File: src/rtl/crc_check_if.sv
// Codeword handshake bundle for crc_check: received codeword in, checked payload out.
// The checker uses the slave modport; the upstream/downstream side uses master.
interface crc_check_if;
  logic [35:0] d_in;
  logic        in_valid;
  logic        in_ready;
  logic [31:0] d_out;
  logic [3:0]  syndrome;
  logic        err;
  logic        out_valid;
  logic        out_ready;

  modport master (
    output d_in, in_valid, out_ready,
    input  in_ready, d_out, syndrome, err, out_valid
  );

  modport slave (
    input  d_in, in_valid, out_ready,
    output in_ready, d_out, syndrome, err, out_valid
  );
endinterface

File: src/rtl/crc_check.sv
// crc_check: receive-side CRC-4 (x^4+x+1) checker with a one-entry output register
// and link statistics (wrapping word count, saturating error count, sticky error flag).
module crc_check #(
  parameter int CNT_W    = 16,
  parameter int DROP_ERR = 0
) (
  input  logic             i_clk,
  input  logic             i_rst_n,
  crc_check_if.slave       bus,
  input  logic             i_clr_cnt,
  output logic [CNT_W-1:0] o_err_cnt,
  output logic [CNT_W-1:0] o_word_cnt,
  output logic             o_err_sticky
);

  localparam logic [CNT_W-1:0] CNT_ONE = CNT_W'(1);
  localparam logic             DROP    = (DROP_ERR != 0);

  // Long division of the whole codeword, MSB first; feedback taps are the low bits of 10011.
  function automatic logic [3:0] crc4_rem(input logic [35:0] cw);
    logic [3:0] rem;
    rem = 4'b0000;
    for (int i = 35; i >= 0; i--) begin
      rem = {rem[2:0], cw[i]} ^ (rem[3] ? 4'b0011 : 4'b0000);
    end
    return rem;
  endfunction

  logic [3:0]       w_syndrome;
  logic             w_syn_nz;
  logic             w_in_ready;
  logic             w_accept;
  logic             w_load;
  logic             w_drain;

  logic             r_out_valid;
  logic [31:0]      r_d_out;
  logic [3:0]       r_syndrome;
  logic             r_err;
  logic [CNT_W-1:0] r_err_cnt;
  logic [CNT_W-1:0] r_word_cnt;
  logic             r_err_sticky;

  assign w_syndrome = crc4_rem(bus.d_in);
  assign w_syn_nz   = (w_syndrome != 4'b0000);
  assign w_in_ready = ~r_out_valid | bus.out_ready;
  assign w_accept   = bus.in_valid & w_in_ready;
  // A dropped word is still accepted and counted, it just never reaches the register.
  assign w_load     = w_accept & ~(DROP & w_syn_nz);
  assign w_drain    = r_out_valid & bus.out_ready;

  // Output register: load on accept, otherwise release once downstream takes the word.
  always_ff @(posedge i_clk or negedge i_rst_n) begin
    if (!i_rst_n) begin
      r_out_valid <= 1'b0;
      r_d_out     <= 32'h0000_0000;
      r_syndrome  <= 4'b0000;
      r_err       <= 1'b0;
    end else if (w_load) begin
      r_out_valid <= 1'b1;
      r_d_out     <= bus.d_in[35:4];
      r_syndrome  <= w_syndrome;
      r_err       <= w_syn_nz;
    end else if (w_drain) begin
      r_out_valid <= 1'b0;
    end else begin
      r_out_valid <= r_out_valid;
    end
  end

  // Statistics: clear wins over any accept in the same cycle.
  always_ff @(posedge i_clk or negedge i_rst_n) begin
    if (!i_rst_n) begin
      r_err_cnt    <= '0;
      r_word_cnt   <= '0;
      r_err_sticky <= 1'b0;
    end else if (i_clr_cnt) begin
      r_err_cnt    <= '0;
      r_word_cnt   <= '0;
      r_err_sticky <= 1'b0;
    end else if (w_accept) begin
      r_word_cnt   <= r_word_cnt + CNT_ONE;
      r_err_cnt    <= (w_syn_nz && !(&r_err_cnt)) ? (r_err_cnt + CNT_ONE) : r_err_cnt;
      r_err_sticky <= r_err_sticky | w_syn_nz;
    end else begin
      r_err_cnt    <= r_err_cnt;
      r_word_cnt   <= r_word_cnt;
      r_err_sticky <= r_err_sticky;
    end
  end

  assign bus.in_ready  = w_in_ready;
  assign bus.out_valid = r_out_valid;
  assign bus.d_out     = r_d_out;
  assign bus.syndrome  = r_syndrome;
  assign bus.err       = r_err;
  assign o_err_cnt     = r_err_cnt;
  assign o_word_cnt    = r_word_cnt;
  assign o_err_sticky  = r_err_sticky;

endmodule
File: src/flat_wrapper.sv
// flat-port wrapper written by rule: the top's interface ports become plain ports
module crc_check_flat 
#(
  parameter int CNT_W    = 16,
  parameter int DROP_ERR = 0
)
  (i_clk, i_rst_n, i_clr_cnt, o_err_cnt, o_word_cnt, o_err_sticky, bus_d_in, bus_in_valid, bus_out_ready, bus_in_ready, bus_d_out, bus_syndrome, bus_err, bus_out_valid);
  crc_check_if bus_i ();
  input  logic i_clk;
  input  logic i_rst_n;
  input  logic i_clr_cnt;
  output logic [CNT_W-1:0] o_err_cnt;
  output logic [CNT_W-1:0] o_word_cnt;
  output logic o_err_sticky;
  input wire logic [$bits(bus_i.d_in)-1:0] bus_d_in;
  input wire logic [$bits(bus_i.in_valid)-1:0] bus_in_valid;
  input wire logic [$bits(bus_i.out_ready)-1:0] bus_out_ready;
  output wire logic [$bits(bus_i.in_ready)-1:0] bus_in_ready;
  output wire logic [$bits(bus_i.d_out)-1:0] bus_d_out;
  output wire logic [$bits(bus_i.syndrome)-1:0] bus_syndrome;
  output wire logic [$bits(bus_i.err)-1:0] bus_err;
  output wire logic [$bits(bus_i.out_valid)-1:0] bus_out_valid;
  assign bus_i.d_in = bus_d_in;
  assign bus_i.in_valid = bus_in_valid;
  assign bus_i.out_ready = bus_out_ready;
  assign bus_in_ready = bus_i.in_ready;
  assign bus_d_out = bus_i.d_out;
  assign bus_syndrome = bus_i.syndrome;
  assign bus_err = bus_i.err;
  assign bus_out_valid = bus_i.out_valid;
  crc_check #(.CNT_W(CNT_W), .DROP_ERR(DROP_ERR)) u_core (.i_clk(i_clk), .i_rst_n(i_rst_n), .bus(bus_i), .i_clr_cnt(i_clr_cnt), .o_err_cnt(o_err_cnt), .o_word_cnt(o_word_cnt), .o_err_sticky(o_err_sticky));
endmodule
File: config.mk
export PLATFORM = sky130hd
export DESIGN_NAME = crc_check_flat
export DESIGN_NICKNAME = d
export VERILOG_FILES = /design/src/rtl/crc_check_if.sv /design/src/rtl/crc_check.sv /design/src/flat_wrapper.sv
export SDC_FILE = /design/constraint.sdc
export NUM_CORES = 1
export LEC_CHECK = 0
export CORE_AREA = 2 2 108 110
export DETAILED_ROUTE_END_ITERATION = 8
export DIE_AREA = 0 0 110 112
export PLACE_DENSITY = 0.7
export SYNTH_ARGS = -nofsm -noshare
export SYNTH_HDL_FRONTEND = slang
export SYNTH_SLANG_ARGS = --single-unit
File: constraint.sdc
create_clock -name i_clk -period 3.2 [get_ports i_clk]
set_clock_uncertainty 0.05 [all_clocks]
set_input_delay 0.64 -clock i_clk [delete_from_list [all_inputs] [get_ports i_clk]]
set_output_delay 0.64 -clock i_clk [all_outputs]
set_load 0.02 [all_outputs]
**Word level (Yosys, flattened, before mapping)**

Index checks and enable logic that the tools add are counted.

- Reduce and logical (&&, ||, !) cells: 8
- Muxes and demuxes: 41
- Bitwise gates (word level): 37
- Add/subtract/negate cells: 2

Operators by type and width:

| cell | number |
|---|---|
| 4-bit bitwise XOR | 32 |
| 16-bit two-way mux | 5 |
| 2-bit two-way mux | 32 |
| 16-bit by 1-bit adder with 16-bit output, second input constant | 2 |
| 16-bit AND reduction | 1 |
| 2-bit nonzero test | 3 |
| 1-bit two-way mux | 4 |
| 4-bit nonzero test | 1 |
| 1-bit AND | 2 |
| 1-bit OR | 2 |
| 2-bit AND reduction | 1 |
| 1-bit logical AND | 1 |
| 1-bit zero test | 1 |
| 1-bit NOT | 1 |

- Input bits: 41
- Register bits: 71
- Logic and storage cells: 95
- Output and inout port bits: 72

**Longest topological paths before layout**

Gate-level depths: netlist (run 1).

- Depth in word-level cells: 69
- Mapped depth: 9
- Mapped depth without buffers: 8

**Worst setup path after synthesis (run 1)**

No wires, ideal clock.

- Path kind: input-to-reg
- From: input port bus_d_in[29]
- To: register u_core.r_err_cnt[3], in the netlist u_core.o_err_cnt[3]
- Stages: 8
- Required time: 3022 ps
- Arrival time: 3010 ps
- Library setup time: 128 ps
- Setup slack: 13 ps
- Buffers on the path: 1
- Cells stage by stage: xnor2_2 > xnor3_2 > xnor3_1 > xor3_1 > nor4_4 > buf_6 > nor4b_1 > mux2_1

- Word-level cells in the longest chain between the ends: 43
- Elaborated cells on any way between the ends: 57
- Those cells by class: mux (23); bitwise (30); reduce/logical (4)

RTL lines:

| item | RTL line | RTL |
|---|---|---|
| from (decl) | flat_wrapper.sv:15 | `input wire logic [$bits(bus_i.d_in)-1:0] bus_d_in;` |
| 4-bit bitwise XOR * (4 in series) | crc_check.sv:24 | `rem = {rem[2:0], cw[i]} ^ (rem[3] ? 4'b0011 : 4'b0000);` |
| 2-bit two-way mux * | crc_check.sv:24 |  |
| 4-bit bitwise XOR * (3 in series) | crc_check.sv:24 |  |
| 2-bit two-way mux / 4-bit bitwise XOR (equally long branches) | crc_check.sv:24 |  |
| 4-bit bitwise XOR * (3 in series) | crc_check.sv:24 |  |
| 2-bit two-way mux / 4-bit bitwise XOR (equally long branches) | crc_check.sv:24 |  |
| 4-bit bitwise XOR * (3 in series) | crc_check.sv:24 |  |
| 2-bit two-way mux / 4-bit bitwise XOR (equally long branches) | crc_check.sv:24 |  |
| [... 15 more ...] | n/a |  |
| 2-bit two-way mux / 4-bit bitwise XOR (equally long branches) | crc_check.sv:24 |  |
| 4-bit bitwise XOR * (4 in series) | crc_check.sv:24 |  |
| 2-bit two-way mux / 4-bit bitwise XOR (equally long branches) | crc_check.sv:24 |  |
| 4-bit bitwise XOR * | crc_check.sv:24 |  |
| 4-bit nonzero test * | crc_check.sv:45 | `assign w_syn_nz = (w_syndrome != 4'b0000);` |
| 1-bit logical AND * | crc_check.sv:83 | `r_err_cnt <= (w_syn_nz && !(&r_err_cnt)) ? (r_err_cnt + CNT_ONE) : r_err_cnt;` |
| 2-bit nonzero test (no line) * | n/a |  |
| 2-bit AND reduction (no line) * | n/a |  |
| to (signal assigned) | crc_check.sv:83 |  |
| to (signal assigned) | crc_check.sv:86 | `r_err_cnt <= r_err_cnt;` |
| to (decl) | crc_check.sv:40 | `logic [CNT_W-1:0] r_err_cnt;` |

Mark *: on every way between the ends. The rest lies on a longest branch, timed or not.
A chain may end at the register's enable or synchronous reset.

**Final worst setup path (run 1)**

- From: input port bus_d_in[24]
- To: register u_core.r_err_cnt[7], in the netlist u_core.o_err_cnt[7]

- Word-level cells in the longest chain between the ends: 36
- Elaborated cells on any way between the ends: 47
- Those cells by class: mux (18); bitwise (25); reduce/logical (4)

RTL lines:

| item | RTL line |
|---|---|
| 4-bit bitwise XOR * (4 in series) | crc_check.sv:24 |
| 2-bit two-way mux * | crc_check.sv:24 |
| 4-bit bitwise XOR * (3 in series) | crc_check.sv:24 |
| 2-bit two-way mux / 4-bit bitwise XOR (equally long branches) | crc_check.sv:24 |
| 4-bit bitwise XOR * (3 in series) | crc_check.sv:24 |
| 2-bit two-way mux / 4-bit bitwise XOR (equally long branches) | crc_check.sv:24 |
| 4-bit bitwise XOR * (3 in series) | crc_check.sv:24 |
| 2-bit two-way mux / 4-bit bitwise XOR (equally long branches) | crc_check.sv:24 |
| [... 8 more ...] | n/a |
| 2-bit two-way mux / 4-bit bitwise XOR (equally long branches) | crc_check.sv:24 |
| 4-bit bitwise XOR * (4 in series) | crc_check.sv:24 |
| 2-bit two-way mux / 4-bit bitwise XOR (equally long branches) | crc_check.sv:24 |
| 4-bit bitwise XOR * | crc_check.sv:24 |
| 4-bit nonzero test * | crc_check.sv:45 |
| 1-bit logical AND * | crc_check.sv:83 |
| 2-bit nonzero test (no line) * | n/a |
| 2-bit AND reduction (no line) * | n/a |

Marks and branches as above.

==> results.md, run 1 <==
- Sequential area share after synthesis: 0.462
- Xor/xnor share of the synthesized area: 0.193
- Seq pwr share: 0.265
- Largest net degree at the start of global routing: 72
- CTS tree: done
- Drt first pass iters: 4
- Unrepaired setup endpoints after global routing: yes
- Antenna violations before repair: 0
- Crit path required time: 3.36 ns
- Post-synth top area share: 0.462
- Routed Antenna Nets: 0
- Ratio of cells with drive above 1 in the final layout: 0.236
- Core ar.: roughly 11000 sq um
- Worst EP arrival: ~3.4 ns
- Skew-Pair Late Insertion Delay: 0.33 ns
- EDFF count, synth: 0
- Synthesized area: 3850 sq um
- Die area: 12300 sq um
- Height of the chip: between 100 and 150 um
- CTS Buf Count: 9
- GR Overflow Total: 0
- Asr flop ratio synth: 1.00
- Syn Area/Cell: roughly 9.7 sq um
- Starting density of the core: 0.344
- Sum Neg Setup Slack: -0.0435 ns
- Max Freq: between 300 and 400 MHz
- Number of diodes: 0
- WS Path Type: input port to flop
- Netlist cell types: 39
- Worst Setup Start Kind: input port
- Peak supply drop: 0.000296 V
- Final min period: ~3.2 ns
- Pwr dens: approximately 660 nW/um^2
- Power after layout: 4.01 mW
- Final Util: 0.543
- Clock Sinks: 71
- Power share of the clock group: 0.275
- Number of global-route vias before repair: around 3400
- Vias per cell: 4.82
- Routed WL: approximately 11 mm
- Final Hold Viols: 0
- Largest area contributor in the netlist: dfrtp_1
- Synth-to-Final Area Change: 57.8%
- Slew HR: 0.194
- Simple-Gate Fraction of Synth Area: 0.246
- Max Cap Viol: 0
- Mux contribution to synthesized area: 0.0319
- Syn Inst Count: 396
- Tcrit/Tclk final: 1.01
- Synth Area in Adders: 0.00650
- IO Port Bufs: 112
- Nets: between 500 and 600
- Critical path's largest stage delay: about 0.48 ns
- I/O Pins: between 100 and 150
- Stages on worst setup path: 13
- Failing checks: negative setup slack
- Worst setup EP type: flop
- Crit-path max FO: 6
- CTS hold repair buffers: 0
- Net Count, Synth: 439
- DR DRC count: 0
- Clock Path Buffers: 2
- Sw frac: 0.318
- HP Class: input port to asynchronous set/reset pin
- Worst slew pin tran: around 1.2 ns
- # setup viols final: 3
- Rows: 39
- Ys flop type: dfrtp_1
- CP delay by family, top: XOR/XNOR gates
- FF+latch count, synth: between 70 and 80
- Lkg Pwr: approximately 2.8 nW
- Crit path buffers/inverters: 5
- Via count: 3343
- Main combinational cell family by area after synthesis: simple AND/OR/NAND/NOR gates
- Dpl hpwl: approximately 7.2 mm
- Compound-Gate Fraction of Synth Area: 0.0393
- Internal Dissipation: approximately 2.7 mW
- Worst path slowest cell: xnor3_2
- Crit-path most repeated cell: buf_6
- H-tree Lvls: 3
- Final Max Slew Viols: 0
- Worst r2r path cells: 7
- Most frequent cells in the layout: nand2_1 (118), clkdlybuf4s50_1 (85), dfrtp_1 (71)
- Reg clk slew, reported paths: approximately 0.06 ns
- Commonest non-fill, non-tap cell in the layout: nand2_1
- Crit path cell chain: buf_6, buf_4, xnor2_2, xnor2_2, xnor3_2, buf_6, xnor2_4, xnor3_2, nor4_4, buf_6, buf_12, nor4_4, mux2_4
- Post-DR wirelength/cell: 15.2 um
- Synth top area cells: dfrtp_1 (46%), nand2_1 (12%), xnor2_1 (7.1%), xnor3_1 (5.9%), xor2_1 (4.3%)
- YS warnings: 0
- Final setup margin: -0.0225 ns
- Global-route usage over all layers: 0.176
- RD Place Congestion: approximately 0.80
- Clk root buf: clkbuf_16
- Horiz. Die Dim: 110 um
- DR iter-0 viols: 135
- Status: finished, violations left
- First-pass GRT wire length: between 15 and 20 mm
- Combinational share of power: 0.459
- Net Switching: approximately 1.3 mW
==> state kept, by name, summed over array words and instances, names as in the netlist <==
name and flops:
u_core.o_err_cnt 16, u_core.o_word_cnt 16, u_core.bus.syndrome 4, u_core.bus.d_out 32
u_core.bus.out_valid 1, u_core.o_err_sticky 1, u_core.bus.err 1
==> worst reg2reg max path: stages (launching register included) <==
cell     delay (ns)
dfrtp_1        0.40
ha_1           0.19
and3_1         0.17
and3_1         0.27
nand3_1        0.16
nor2b_1        0.95
nor3_1         0.16
mux2_4         0.34
==> Yosys cell counts (all sizes together) (2+ instances only) <==
master and n:
a21oi 11, and2 2, and3 7, and4 2
buf 3, clkbuf 15, dfrtp 71, ha 2
inv 2, mux2 8, nand2 119, nand2b 4
nand3 11, nand4 7, nor2 22, nor2b 9
nor3 4, nor4 3, nor4b 2, o21ai 6
o31ai 4, or3 9, or4 4, xnor2 33
xnor3 11, xor2 19
==> power groups by stage <==
stage / clock network (mW) / logic [mW] / registers [mW]
after floorplan: 0 / 0.789 / 1.19
after global placement: 0 / 1.47 / 1.08
after detailed placement: 0 / 1.49 / 1.08
after CTS: 1.13 / 1.88 / 1.07
after global routing: 1.17 / 1.97 / 1.07
final: 1.11 / 1.84 / 1.06
==> final timing paths <==
kind	startpoint	slack, ns	end
max	bus_d_in[24]	-0.02	u_core.o_err_cnt[7]$_DFFE_PN0P_
min	i_rst_n	0.38	u_core.o_word_cnt[12]$_DFFE_PN0P_
max reg2reg	u_core.o_err_cnt[0]$_DFFE_PN0P_	0.39	u_core.o_err_cnt[10]$_DFFE_PN0P_
min reg2reg	u_core.bus.d_out[6]$_DFFE_PN0P_	0.42	u_core.bus.d_out[6]$_DFFE_PN0P_
max in group asynchronous	i_rst_n	2.09	u_core.bus.d_out[28]$_DFFE_PN0P_
min in group i_clk	u_core.bus.d_out[6]$_DFFE_PN0P_	0.42	u_core.bus.d_out[6]$_DFFE_PN0P_
==> stage by stage <==
stage                     worst slack, ns  instances  hold WS (ns)  instance area, sq um
after floorplan                    0.0128        396         0.294                  3850
after global placement             -0.596        663         0.410                  5320
after detailed placement           -0.711        663         0.411                  5320
after CTS                         -0.0803        694         0.426                  5940
after global routing              -0.0692        694         0.442                  6070
final                             -0.0225        694         0.385                  6070
==> cell type report <==
cell class / instances / area [sq um]
fillers: 985 / 5100
repair buffers: 157 / 1470
inverters: 2 / 7.51
multi-input cells: 305 / 2310
clock inverters: 5 / 80.1
well taps: 143 / 179
clock buffers: 11 / 253
flip-flops and latches: 71 / 1780
==> routing by layer <==
metal,vias up,global-route usage,part of all wire
li1,1616,-,-
met1,1620,0.223,0.43
met2,96,0.283,0.49
met3,11,0.0457,0.061
met4,0,0.0700,0.015
met5,-,0,0
==> repair_timing <==
item                                   4_1_cts  5_1_grt
pin swaps                                   34       24
setup buffers                               13        4
endpoints found under the hold margin        0        0
gates cloned                                 2        0
resized for setup                           95       39
setup endpoints to repair                   18       17
==> cell families (layout without fill, tap and decap cells) <==
family,count (synthesis),count (layout)
mux,9,9
simple gates,205,205
fa+ha+maj,2,2
buf+inv,20,175
compound gates,25,25
flops,71,71
xor+xnor,64,64
Note: power is estimated with default switching activity, not from simulation.
==> inputs of run 2 (changes only) <==
--- a/config.mk
+++ b/config.mk
@@ -5,6 +5,7 @@
 export SDC_FILE = /design/constraint.sdc
 export NUM_CORES = 1
 export LEC_CHECK = 0
+export CAP_MARGIN = 5
 export CORE_AREA = 2 2 108 110
 export DETAILED_ROUTE_END_ITERATION = 8
 export DIE_AREA = 0 0 110 112
==> results of run 2 <==
No change in the layout: final DEF, timing and power equal those of run 1.
